==> src/rtl/alu_seq_pkg.sv <==
`default_nettype none
// ============================================================================
// Module      : alu_seq_pkg
// Description : Shared definitions for the ALU issue stage. Holds the opcode
//               map, the issue FSM state encoding and the bit positions of
//               the fields in the 16-bit instruction word.
// Revision    : 1.0 - initial release
// ============================================================================
package alu_seq_pkg;

    // Instruction field geometry: [15:12] opcode, [11:9] rd, [8:6] rs1,
    // [5:3] rs2, [2:0] reserved.
    localparam int OPC_W  = 4;
    localparam int ADDR_W = 3;
    localparam int OPC_HI = 15;
    localparam int OPC_LO = 12;
    localparam int RD_HI  = 11;
    localparam int RD_LO  = 9;
    localparam int RS1_HI = 8;
    localparam int RS1_LO = 6;
    localparam int RS2_HI = 5;
    localparam int RS2_LO = 3;

    // Opcode map shared with the ALU
    localparam logic [OPC_W-1:0] OP_ADD  = 4'b0000;
    localparam logic [OPC_W-1:0] OP_SUB  = 4'b0001;
    localparam logic [OPC_W-1:0] OP_DIV  = 4'b0010;
    localparam logic [OPC_W-1:0] OP_MUL  = 4'b0011;
    localparam logic [OPC_W-1:0] OP_AND  = 4'b0100;
    localparam logic [OPC_W-1:0] OP_OR   = 4'b0101;
    localparam logic [OPC_W-1:0] OP_XOR  = 4'b0110;
    localparam logic [OPC_W-1:0] OP_NOT  = 4'b0111;
    localparam logic [OPC_W-1:0] OP_SHL  = 4'b1000;
    localparam logic [OPC_W-1:0] OP_SHR  = 4'b1001;
    localparam logic [OPC_W-1:0] OP_ROL  = 4'b1010;
    localparam logic [OPC_W-1:0] OP_ROR  = 4'b1011;
    localparam logic [OPC_W-1:0] OP_INC  = 4'b1100;
    localparam logic [OPC_W-1:0] OP_DEC  = 4'b1101;
    localparam logic [OPC_W-1:0] OP_PASS = 4'b1110;
    localparam logic [OPC_W-1:0] OP_CMP  = 4'b1111;

    // Issue FSM states
    typedef enum logic [0:0] {
        S_IDLE = 1'b0,
        S_EXEC = 1'b1
    } state_e;

endpackage : alu_seq_pkg
`default_nettype wire

==> src/rtl/alu_regfile.sv <==
`default_nettype none
// ============================================================================
// Module      : alu_regfile
// Description : General-purpose register file for the ALU issue stage.
//               REG_N x DATA_W flops, two combinational operand read ports,
//               one combinational debug read port. Each register takes the
//               execute writeback when addressed by it, otherwise the host
//               write; distinct addresses on one edge both land.
// Ports       : clk, rst                 - clock, synchronous active-high reset
//               i_rs1_addr / o_rs1_data  - operand A read port
//               i_rs2_addr / o_rs2_data  - operand B read port
//               i_dbg_addr / o_dbg_data  - debug read port
//               i_exec_we/addr/data      - execute writeback (high priority)
//               i_host_we/addr/data      - host write (low priority)
// Revision    : 1.0 - initial release
// ============================================================================
module alu_regfile
    import alu_seq_pkg::*;
#(
    parameter int DATA_W = 16,
    parameter int REG_N  = 8
) (
    input  logic              clk,
    input  logic              rst,
    input  logic [ADDR_W-1:0] i_rs1_addr,
    output logic [DATA_W-1:0] o_rs1_data,
    input  logic [ADDR_W-1:0] i_rs2_addr,
    output logic [DATA_W-1:0] o_rs2_data,
    input  logic [ADDR_W-1:0] i_dbg_addr,
    output logic [DATA_W-1:0] o_dbg_data,
    input  logic              i_exec_we,
    input  logic [ADDR_W-1:0] i_exec_addr,
    input  logic [DATA_W-1:0] i_exec_data,
    input  logic              i_host_we,
    input  logic [ADDR_W-1:0] i_host_addr,
    input  logic [DATA_W-1:0] i_host_data
);

    logic [DATA_W-1:0] r_regs [REG_N];

    generate
        for (genvar i = 0; i < REG_N; i++) begin : g_reg
            logic w_exec_hit;
            logic w_host_hit;
            assign w_exec_hit = i_exec_we && (i_exec_addr == ADDR_W'(i));
            assign w_host_hit = i_host_we && (i_host_addr == ADDR_W'(i));

            always_ff @(posedge clk) begin
                if (rst) begin
                    r_regs[i] <= '0;
                end else if (w_exec_hit) begin
                    r_regs[i] <= i_exec_data;
                end else if (w_host_hit) begin
                    r_regs[i] <= i_host_data;
                end
            end
        end
    endgenerate

    assign o_rs1_data = r_regs[i_rs1_addr];
    assign o_rs2_data = r_regs[i_rs2_addr];
    assign o_dbg_data = r_regs[i_dbg_addr];

endmodule : alu_regfile
`default_nettype wire

==> src/rtl/alu_seq_issue.sv <==
`default_nettype none
// ============================================================================
// Module      : alu_seq_issue
// Description : Issue stage for the external combinational 16-bit ALU.
//               Accepts an instruction over valid/ready, reads both operands
//               at accept time, presents them to the ALU for one EXEC cycle
//               and retires the result into the register file, the result
//               register and the architectural flags. Two cycles per
//               instruction.
// Ports       : clk, rst                      - clock, synchronous reset
//               instr_valid/instr_ready/instr - instruction handshake
//               alu_a, alu_b, alu_opcode      - ALU operand drive
//               alu_r, alu_flag_c, alu_flag_z - ALU result / compare flags
//               host_we, host_addr, host_data - host register write
//               dbg_addr, dbg_data            - debug register read
//               done                          - one-cycle retire pulse
//               result, flag_c, flag_z        - architectural state
//               err_div0                      - sticky divide-by-zero
// Revision    : 1.0 - initial release
// ============================================================================
module alu_seq_issue
    import alu_seq_pkg::*;
#(
    parameter int DATA_W = 16,
    parameter int REG_N  = 8
) (
    input  logic              clk,
    input  logic              rst,
    input  logic              instr_valid,
    output logic              instr_ready,
    input  logic [15:0]       instr,
    output logic [DATA_W-1:0] alu_a,
    output logic [DATA_W-1:0] alu_b,
    output logic [OPC_W-1:0]  alu_opcode,
    input  logic [DATA_W-1:0] alu_r,
    input  logic              alu_flag_c,
    input  logic              alu_flag_z,
    input  logic              host_we,
    input  logic [ADDR_W-1:0] host_addr,
    input  logic [DATA_W-1:0] host_data,
    input  logic [ADDR_W-1:0] dbg_addr,
    output logic [DATA_W-1:0] dbg_data,
    output logic              done,
    output logic [DATA_W-1:0] result,
    output logic              flag_c,
    output logic              flag_z,
    output logic              err_div0
);

    localparam logic [0:0] c_ST_IDLE = S_IDLE;
    localparam logic [0:0] c_ST_EXEC = S_EXEC;

    logic [0:0]        r_state;
    logic [OPC_W-1:0]  r_opcode;
    logic [ADDR_W-1:0] r_rd;
    logic [DATA_W-1:0] r_op_a;
    logic [DATA_W-1:0] r_op_b;
    logic [DATA_W-1:0] r_result;
    logic              r_flag_c;
    logic              r_flag_z;
    logic              r_err_div0;
    logic              r_done;

    logic              w_idle;
    logic              w_exec;
    logic              w_is_cmp;
    logic              w_is_div0;
    logic              w_wb;
    logic [DATA_W-1:0] w_rs1_data;
    logic [DATA_W-1:0] w_rs2_data;
    logic              w_unused_bits;

    // Reserved instruction bits carry no meaning
    assign w_unused_bits = ^instr[RS2_LO-1:0];

    assign w_idle    = (r_state == c_ST_IDLE);
    assign w_exec    = (r_state == c_ST_EXEC);
    assign w_is_cmp  = (r_opcode == OP_CMP);
    assign w_is_div0 = (r_opcode == OP_DIV) && (r_op_b == '0);
    // Compare and faulted divides retire without touching the register file
    assign w_wb      = w_exec && !w_is_cmp && !w_is_div0;

    // Ready drops combinationally with rst so nothing is offered a handshake
    // that the reset edge would then discard.
    assign instr_ready = w_idle && !rst;

    alu_regfile #(
        .DATA_W (DATA_W),
        .REG_N  (REG_N)
    ) u_regfile (
        .clk         (clk),
        .rst         (rst),
        .i_rs1_addr  (instr[RS1_HI:RS1_LO]),
        .o_rs1_data  (w_rs1_data),
        .i_rs2_addr  (instr[RS2_HI:RS2_LO]),
        .o_rs2_data  (w_rs2_data),
        .i_dbg_addr  (dbg_addr),
        .o_dbg_data  (dbg_data),
        .i_exec_we   (w_wb),
        .i_exec_addr (r_rd),
        .i_exec_data (alu_r),
        .i_host_we   (host_we),
        .i_host_addr (host_addr),
        .i_host_data (host_data)
    );

    always_ff @(posedge clk) begin
        if (rst) begin
            r_state    <= c_ST_IDLE;
            r_opcode   <= '0;
            r_rd       <= '0;
            r_op_a     <= '0;
            r_op_b     <= '0;
            r_result   <= '0;
            r_flag_c   <= 1'b0;
            r_flag_z   <= 1'b0;
            r_err_div0 <= 1'b0;
            r_done     <= 1'b0;
        end else begin
            r_done <= 1'b0;
            case (r_state)
                c_ST_IDLE: begin
                    if (instr_valid) begin
                        r_opcode <= instr[OPC_HI:OPC_LO];
                        r_rd     <= instr[RD_HI:RD_LO];
                        r_op_a   <= w_rs1_data;
                        r_op_b   <= w_rs2_data;
                        r_state  <= c_ST_EXEC;
                    end
                end
                c_ST_EXEC: begin
                    r_state <= c_ST_IDLE;
                    r_done  <= 1'b1;
                    if (w_is_cmp) begin
                        r_flag_c <= alu_flag_c;
                        r_flag_z <= alu_flag_z;
                    end else if (w_is_div0) begin
                        r_err_div0 <= 1'b1;
                    end else begin
                        r_result <= alu_r;
                        r_flag_z <= (alu_r == '0);
                    end
                end
                default: r_state <= c_ST_IDLE;
            endcase
        end
    end

    // The ALU sees the latched operands continuously, not just in EXEC
    assign alu_a      = r_op_a;
    assign alu_b      = r_op_b;
    assign alu_opcode = r_opcode;
    assign done       = r_done;
    assign result     = r_result;
    assign flag_c     = r_flag_c;
    assign flag_z     = r_flag_z;
    assign err_div0   = r_err_div0;

endmodule : alu_seq_issue
`default_nettype wire
==> config.mk <==
export PLATFORM = sky130hd
export DESIGN_NAME = alu_seq_issue
export DESIGN_NICKNAME = d
export VERILOG_FILES = /design/src/rtl/alu_seq_pkg.sv /design/src/rtl/alu_regfile.sv /design/src/rtl/alu_seq_issue.sv
export SDC_FILE = /design/constraint.sdc
export NUM_CORES = 1
export LEC_CHECK = 0
export ABC_AREA = 1
export CAP_MARGIN = 0
export CORE_ASPECT_RATIO = 0.7
export CORE_MARGIN = 2
export CORE_UTILIZATION = 52
export DETAILED_ROUTE_END_ITERATION = 6
export PLACE_DENSITY_LB_ADDON = 0.08
export SKIP_CTS_REPAIR_TIMING = 1
export SLEW_MARGIN = 20
export SYNTH_ARGS = -nofsm -noshare
export SYNTH_HDL_FRONTEND = slang
export SYNTH_SLANG_ARGS = --single-unit
==> constraint.sdc <==
create_clock -name clk -period 1.94 [get_ports clk]
set_input_delay 0.388 -clock clk [delete_from_list [all_inputs] [get_ports clk]]
set_output_delay 0.388 -clock clk [all_outputs]
set_load 0.02 [all_outputs]
==> metrics.md, run 1 <==
| Metric | Value |
|---|---|
| Status | `finished, violations left` |
| Failing checks | `negative setup slack` |
| DRC | `0` |
| Most frequent cells after synthesis | `nand2_1 (337), o21ai_0 (222), a21oi_1 (191), nor2_1 (133), edfxtp_1 (128)` |
| I/O pins | `133` |
| ANT cells | `0` |
| Final Skew | `0.0155 ns` |
| Final GP Congestion | `0.952` |
| GR Util All Layers | `0.372` |
| Most common cell in the synthesized netlist | `nand2_1` |
| Worst-Margin Slew | `0.508 ns` |
| H-tree depth reported by CTS | `4` |
| Uppermost layer routed | `met4` |
| Via total after detailed routing | `12900` |
| Die height | `130 um` |
| Die area | `23900 um^2` |
| Clock tree from TritonCTS | `done` |
| Die W | `184 um` |
| Synth Instances | `1590` |
| Vias in the first global route | `10900` |
| Number of flops mapped to enable cells by yosys | `128` |
| Core area | `22000 um^2` |
| Relative slew margins | `0.660` |
| Synth area leaders | `edfxtp_1 (33%), nand2_1 (11%), dfxtp_1 (10%), o21ai_0 (9.4%), a21oi_1 (8.1%)` |
| DR iter-0 viols | `2157` |
| Maximum VDD drop | `684 uV` |
| Max frequency | `462 MHz` |
| Grt ovf | `0` |
| Nets | `1856` |
| Antenna violations before repair | `0` |
| Hold Path Class | `flip-flop to flip-flop` |
| Placed cell areas | `14700 um^2` |
| Inserted Clock Buffers | `17` |
| Pwr Density | `704 nW/um^2` |
| Post-synthesis area per instance | `7.40 um^2` |
| Yosys reg bits | `188` |
| WP data required | `1.55 ns` |
| Fill count | `1762` |
| Yosys top cell by area | `edfxtp_1` |
| Place WS | `-0.594 ns` |
| Worst-skew pair later-pin latency | `0.45 ns` |
| Final instance area | `15600 um^2` |
| Most used DFF post-synth | `edfxtp_1` |
| Number of cell rows | `45` |
| 1st-pass router iterations | `6` |
| Setup crit start kind | `flip-flop` |
| Bufs on Longest Clock Path | `2` |
| Top-area cell type share of the netlist area | `0.327` |
| Synthesized Nets | `1650` |
| CP Max Fanout | `2` |
| Total Wirelength | `45.1 mm` |
| Cell Chain, Critical Path | `inv_2, a21oi_1, o21ai_0, o21ai_1, nor2_1, a31oi_1, buf_2` |
| Met3 Wirelength | `7.05 mm` |
| Setup violators final | `12` |
| Syn Std Cell Area | `11800 um^2` |
| First-pass GRT wire length | `66.5 mm` |
| Worst Setup Slack, final | `-0.224 ns` |
| Final min period | `2.16 ns` |
| Clock sinks | `188` |
| Warnings from Yosys | `0` |
| Synthesis-to-layout area growth | `32.6%` |
| Synth cell types | `34` |
| Post-synth ARST share | `0` |
| Max Cap Viol | `0` |
| Layout cells sized above 1 | `0.201` |
| DP Wirelength | `33.2 mm` |
| M1 WL | `19.5 mm` |
| Sequential area share after synthesis | `0.429` |
| Final Hold Fails | `0` |
| Slowest stage delay, CP | `0.47 ns` |
| Largest net degree at the start of global routing | `68` |
| Clock Root Buffer | `clkbuf_16` |
| Vias per cell | `6.18` |
| Routed length per placed instance | `21.6 um` |
| Initial Util | `0.536` |
| Final period util | `1.12` |
| Max Slew Vio Count | `0` |
| Reg clk slew, reported paths | `0.08 ns` |
| Crit end category | `primary output` |
| Met2 wire length | `17.8 mm` |
| Leak | `6.48 nW` |
| PortBufs | `129` |
| RSZ-0062 raised after global routing | `true` |
| Post-DRT Antenna Nets | `0` |
| Arr. time, crit path | `1.78 ns` |
| Slowest CP cell | `edfxtp_1` |
| Kind of critical path | `flip-flop to primary output` |
==> worst paths after layout <==
kind,endpoint,start,cells after the start,slack [ns]
setup / recovery,dbg_data[5],u_regfile.r_regs[5][5],7,-0.22
hold / removal,err_div0,err_div0,2,0.47
setup reg to reg,u_regfile.r_regs[5][2],alu_opcode[1],11,0.06
hold reg to reg,err_div0,err_div0,2,0.47
==> report_power, final <==
group | total (W) | internal [W] | switching, W
sequential | 0.00478 | 0.00454 | 0.000241
clock | 0.00381 | 0.00200 | 0.00181
combinational | 0.00239 | 0.000990 | 0.00140
==> critical path: cells and delay by family, from the launching register on <==
family                 cells  cell delay [ns]
DFF                        1             0.47
AOI/OAI and AO/OA          4             0.49
buffers and inverters      2             0.30
and+or+nand+nor            1             0.06
==> flip-flops by register name, summed over array words and instances, names as in the netlist, 3 cells and up <==
signal	cells
alu_b	16
alu_opcode	4
u_regfile.r_regs	128
alu_a	16
result	16
r_rd	3
==> layout make-up <==
type	instances	area [um^2]	share of cell area
Clock buffer	17	425	0.0273
Clock inverter	15	213	0.0136
Sequential cell	188	5060	0.325
Tap cell	282	353	0.0226
Timing Repair Buffer	344	3330	0.213
Inverter	91	352	0.0225
Multi-Input combinational cell	1154	5870	0.376
==> routing by layer <==
layer | track usage | up-vias
met5 | 0 | -
met4 | 0.0692 | 0
met3 | 0.112 | 72
met2 | 0.506 | 945
met1 | 0.582 | 5977
li1 | - | 5938
==> logic make-up (layout without fill, tap and decap cells) <==
group | after synthesis | count (layout) | synth area share
AO/OA/AOI/OAI | 505 | 505 | 0.224
flip-flops | 188 | 188 | 0.429
buffers and inverters | 248 | 467 | 0.0874
AND/OR/NAND/NOR | 649 | 649 | 0.260
==> per-stage QoR <==
stage | util | power [W] | instances | hold WS, ns | TNS [ns]
3_3_place_gp | 0.667 | 0.00707 | 2046 | 0.453 | -10.64
3_5_place_dp | 0.667 | 0.00711 | 2046 | 0.457 | -15.22
4_1_cts | 0.696 | 0.0108 | 2078 | 0.474 | -9.19
6_report | 0.711 | 0.0110 | 2091 | 0.470 | -1.12
2_1_floorplan | - | 0.00593 | 1590 | 0.498 | -10.33
5_1_grt | 0.711 | 0.0113 | 2091 | 0.502 | -2.26
==> layout by cell type, fill, tap and decap left out, types with 3 or more instances in the layout <==
cell type | Yosys | layout
nand2_1 | 337 | 329
o21ai_0 | 222 | 208
buf_4 | 8 | 184
a21oi_1 | 191 | 181
edfxtp_1 | 128 | 128
nor2_1 | 133 | 122
clkdlybuf4s50_1 | 0 | 104
nand4_1 | 98 | 98
inv_1 | 85 | 66
dfxtp_1 | 60 | 53
o21ai_1 | 28 | 42
buf_12 | 0 | 32
nand3_1 | 31 | 28
o22ai_1 | 26 | 26
o211ai_1 | 22 | 22
inv_2 | 5 | 22
clkbuf_16 | 0 | 20
nand3b_1 | 17 | 17
nor2_4 | 8 | 15
a31oi_1 | 16 | 14
a21oi_2 | 0 | 10
nor2_2 | 6 | 10
buf_6 | 4 | 10
buf_2 | 19 | 8
nand2_2 | 2 | 7
inv_8 | 0 | 6
nand4_4 | 6 | 6
nand2_4 | 2 | 4
dfxtp_4 | 0 | 4
nand3_4 | 2 | 3
nand3_2 | 1 | 3
dfxtp_2 | 0 | 3
clkinv_8 | 0 | 3
dlymetal6s2s_1 | 0 | 3
(Power assumes the default switching activity.)
==> run 2: changes to the inputs <==
CORE_UTILIZATION = 45   (was 52)
==> metrics.md, run 2 (synthesized netlist as in run 1, its figures left out) <==
| Metric | Value |
|---|---|
| Status | `finished, violations left` |
| Failing checks | `negative setup slack` |
| Setup violators final | `11` |
| ANT cells | `0` |
| Worst Setup Slack, final | `-0.217 ns` |
| GR Util All Layers | `0.331` |
| DRC | `0` |
| Arr. time, crit path | `1.77 ns` |
| Hold Path Class | `flip-flop to flip-flop` |
| Final min period | `2.16 ns` |
| Largest net degree at the start of global routing | `70` |
| Setup slack, reg-to-reg | `0.03 ns` |
| Die height | `139 um` |
| Nets | `1876` |
| Max Cap Viol | `0` |
| Worst Path Buf+Inv | `2` |
| Layout cells sized above 1 | `0.209` |
| Most frequent cells in the layout | `nand2_1 (332), buf_4 (212), o21ai_0 (205)` |
| WP data required | `1.55 ns` |
| R2R cell count | `11` |
| Inserted Clock Buffers | `17` |
| Post-DRT Antenna Nets | `0` |
| Grt ovf | `0` |
| Final GP Congestion | `0.942` |
| R2R Path End | `u_regfile.r_regs[7][7]` |
| Final Power | `0.0108 W` |
| Layout Utilization | `0.613` |
| Cell Chain, Critical Path | `inv_1, a21oi_1, o21ai_0, o21ai_1, nor2_1, a31oi_1, clkbuf_2` |
| Number of cell rows | `49` |
| Total Wirelength | `46.0 mm` |
| Worst-skew pair later-pin latency | `0.44 ns` |
| Vias per cell | `5.91` |
| Clock tree from TritonCTS | `done` |
| PortBufs | `129` |
| RSZ-0062 raised after global routing | `true` |
| Max frequency | `464 MHz` |
| Setup crit start kind | `flip-flop` |
| Synthesis-to-layout area growth | `33.9%` |
| Final Skew | `0.0115 ns` |
| Worst-Margin Slew | `0.474 ns` |
| Final Hold Fails | `0` |
| DP Wirelength | `35.1 mm` |
| Most common cell after layout, fill and taps aside | `nand2_1` |
| Crit end category | `primary output` |
| Critical R2R Launch | `alu_opcode[1]` |
| Relative slew margins | `0.683` |
| Clock sinks | `188` |
| 1st-pass router iterations | `6` |
| Max Slew Vio Count | `0` |
| H-tree depth reported by CTS | `4` |
| First-pass GRT wire length | `68.1 mm` |
| Max reg flops | `128` |
| Via total after detailed routing | `12800` |
| Die W | `197 um` |
| Largest Register | `u_regfile.r_regs` |
| I/O pins | `133` |
| Leak | `6.54 nW` |
| Maximum VDD drop | `675 uV` |
| Delay-heaviest family, CP | `compound AO/OA/AOI/OAI gates` |
| Die area | `27500 um^2` |
| Vias in the first global route | `10900` |
| Reg clk slew, reported paths | `0.08 ns` |
| Kind of critical path | `flip-flop to primary output` |
| HP Start | `flag_c` |
| Hold worst-path end | `flag_c` |
| Routed length per placed instance | `21.3 um` |
| Slowest CP cell | `edfxtp_1` |
| Core area | `25700 um^2` |
| Final period util | `1.11` |
| Initial Util | `0.458` |
| DR iter-0 viols | `1884` |
| Min-Delay Path Depth | `2` |
| Clock Root Buffer | `clkbuf_16` |
| Antenna violations before repair | `0` |
| Bufs on Longest Clock Path | `2` |
| CP Max Fanout | `2` |
| Slowest stage delay, CP | `0.37 ns` |
| Pwr Density | `685 nW/um^2` |
-- run 2: tightest hold or removal path: cells and delay by family, from the launching register on --
family,cells,cell delay (ns)
AO/OA/AOI/OAI,2,0.13
flip-flops,1,0.32
-- run 2: metal layers --
metal  vias up  routed length, um  track usage
li1       5985                  -            -
met1      5901              21700        0.544
met2       830              17600        0.434
met3        42               6060       0.0768
met4         0                623       0.0562
met5         -                  0            0
-- run 2: area by class of cell --
type,instances,area (um^2)
multi-input combinational,1155,5880
timing repair buffer,363,3450
fill,2235,9930
clock inverter,14,166
sequential,188,5060
inverter,91,350
clock buffer,18,429
tap,331,414
-- run 2: where the power goes --
| part | internal [W] | switching (W) | leakage (nW) | total [W] |
|---|---|---|---|---|
| clock network | 0.00185 | 0.00174 | 0.291 | 0.00359 |
| logic | 0.00101 | 0.00142 | 4.41 | 0.00243 |
| registers | 0.00454 | 0.000232 | 1.83 | 0.00477 |
-- run 2: worst max-delay path by stage --
stage,cells past startpoint,from,endpoint,slack (ns)
6_report,7,u_regfile.r_regs[5][15],dbg_data[15],-0.22
5_1_grt,7,u_regfile.r_regs[5][2],dbg_data[2],-0.20
4_1_cts,7,u_regfile.r_regs[5][14],dbg_data[14],-0.66
3_5_place_dp,8,dbg_addr[1],dbg_data[15],-0.50
3_3_place_gp,8,dbg_addr[1],dbg_data[15],-0.51
2_1_floorplan,7,alu_b[2],u_regfile.r_regs[1][0],-0.14
-- run 2: through the flow --
step	instances	hold WS [ns]	setup TNS [ns]	setup WS, ns	instance area, um^2
after global placement	2111	0.460	-15.28	-0.515	14900
after CTS	2143	0.484	-8.61	-0.660	15400
after floorplan	1590	0.498	-10.33	-0.140	11800
after detailed placement	2111	0.471	-17.55	-0.502	14900
final	2160	0.484	-0.758	-0.217	15800
after global routing	2160	0.498	-1.70	-0.199	15800
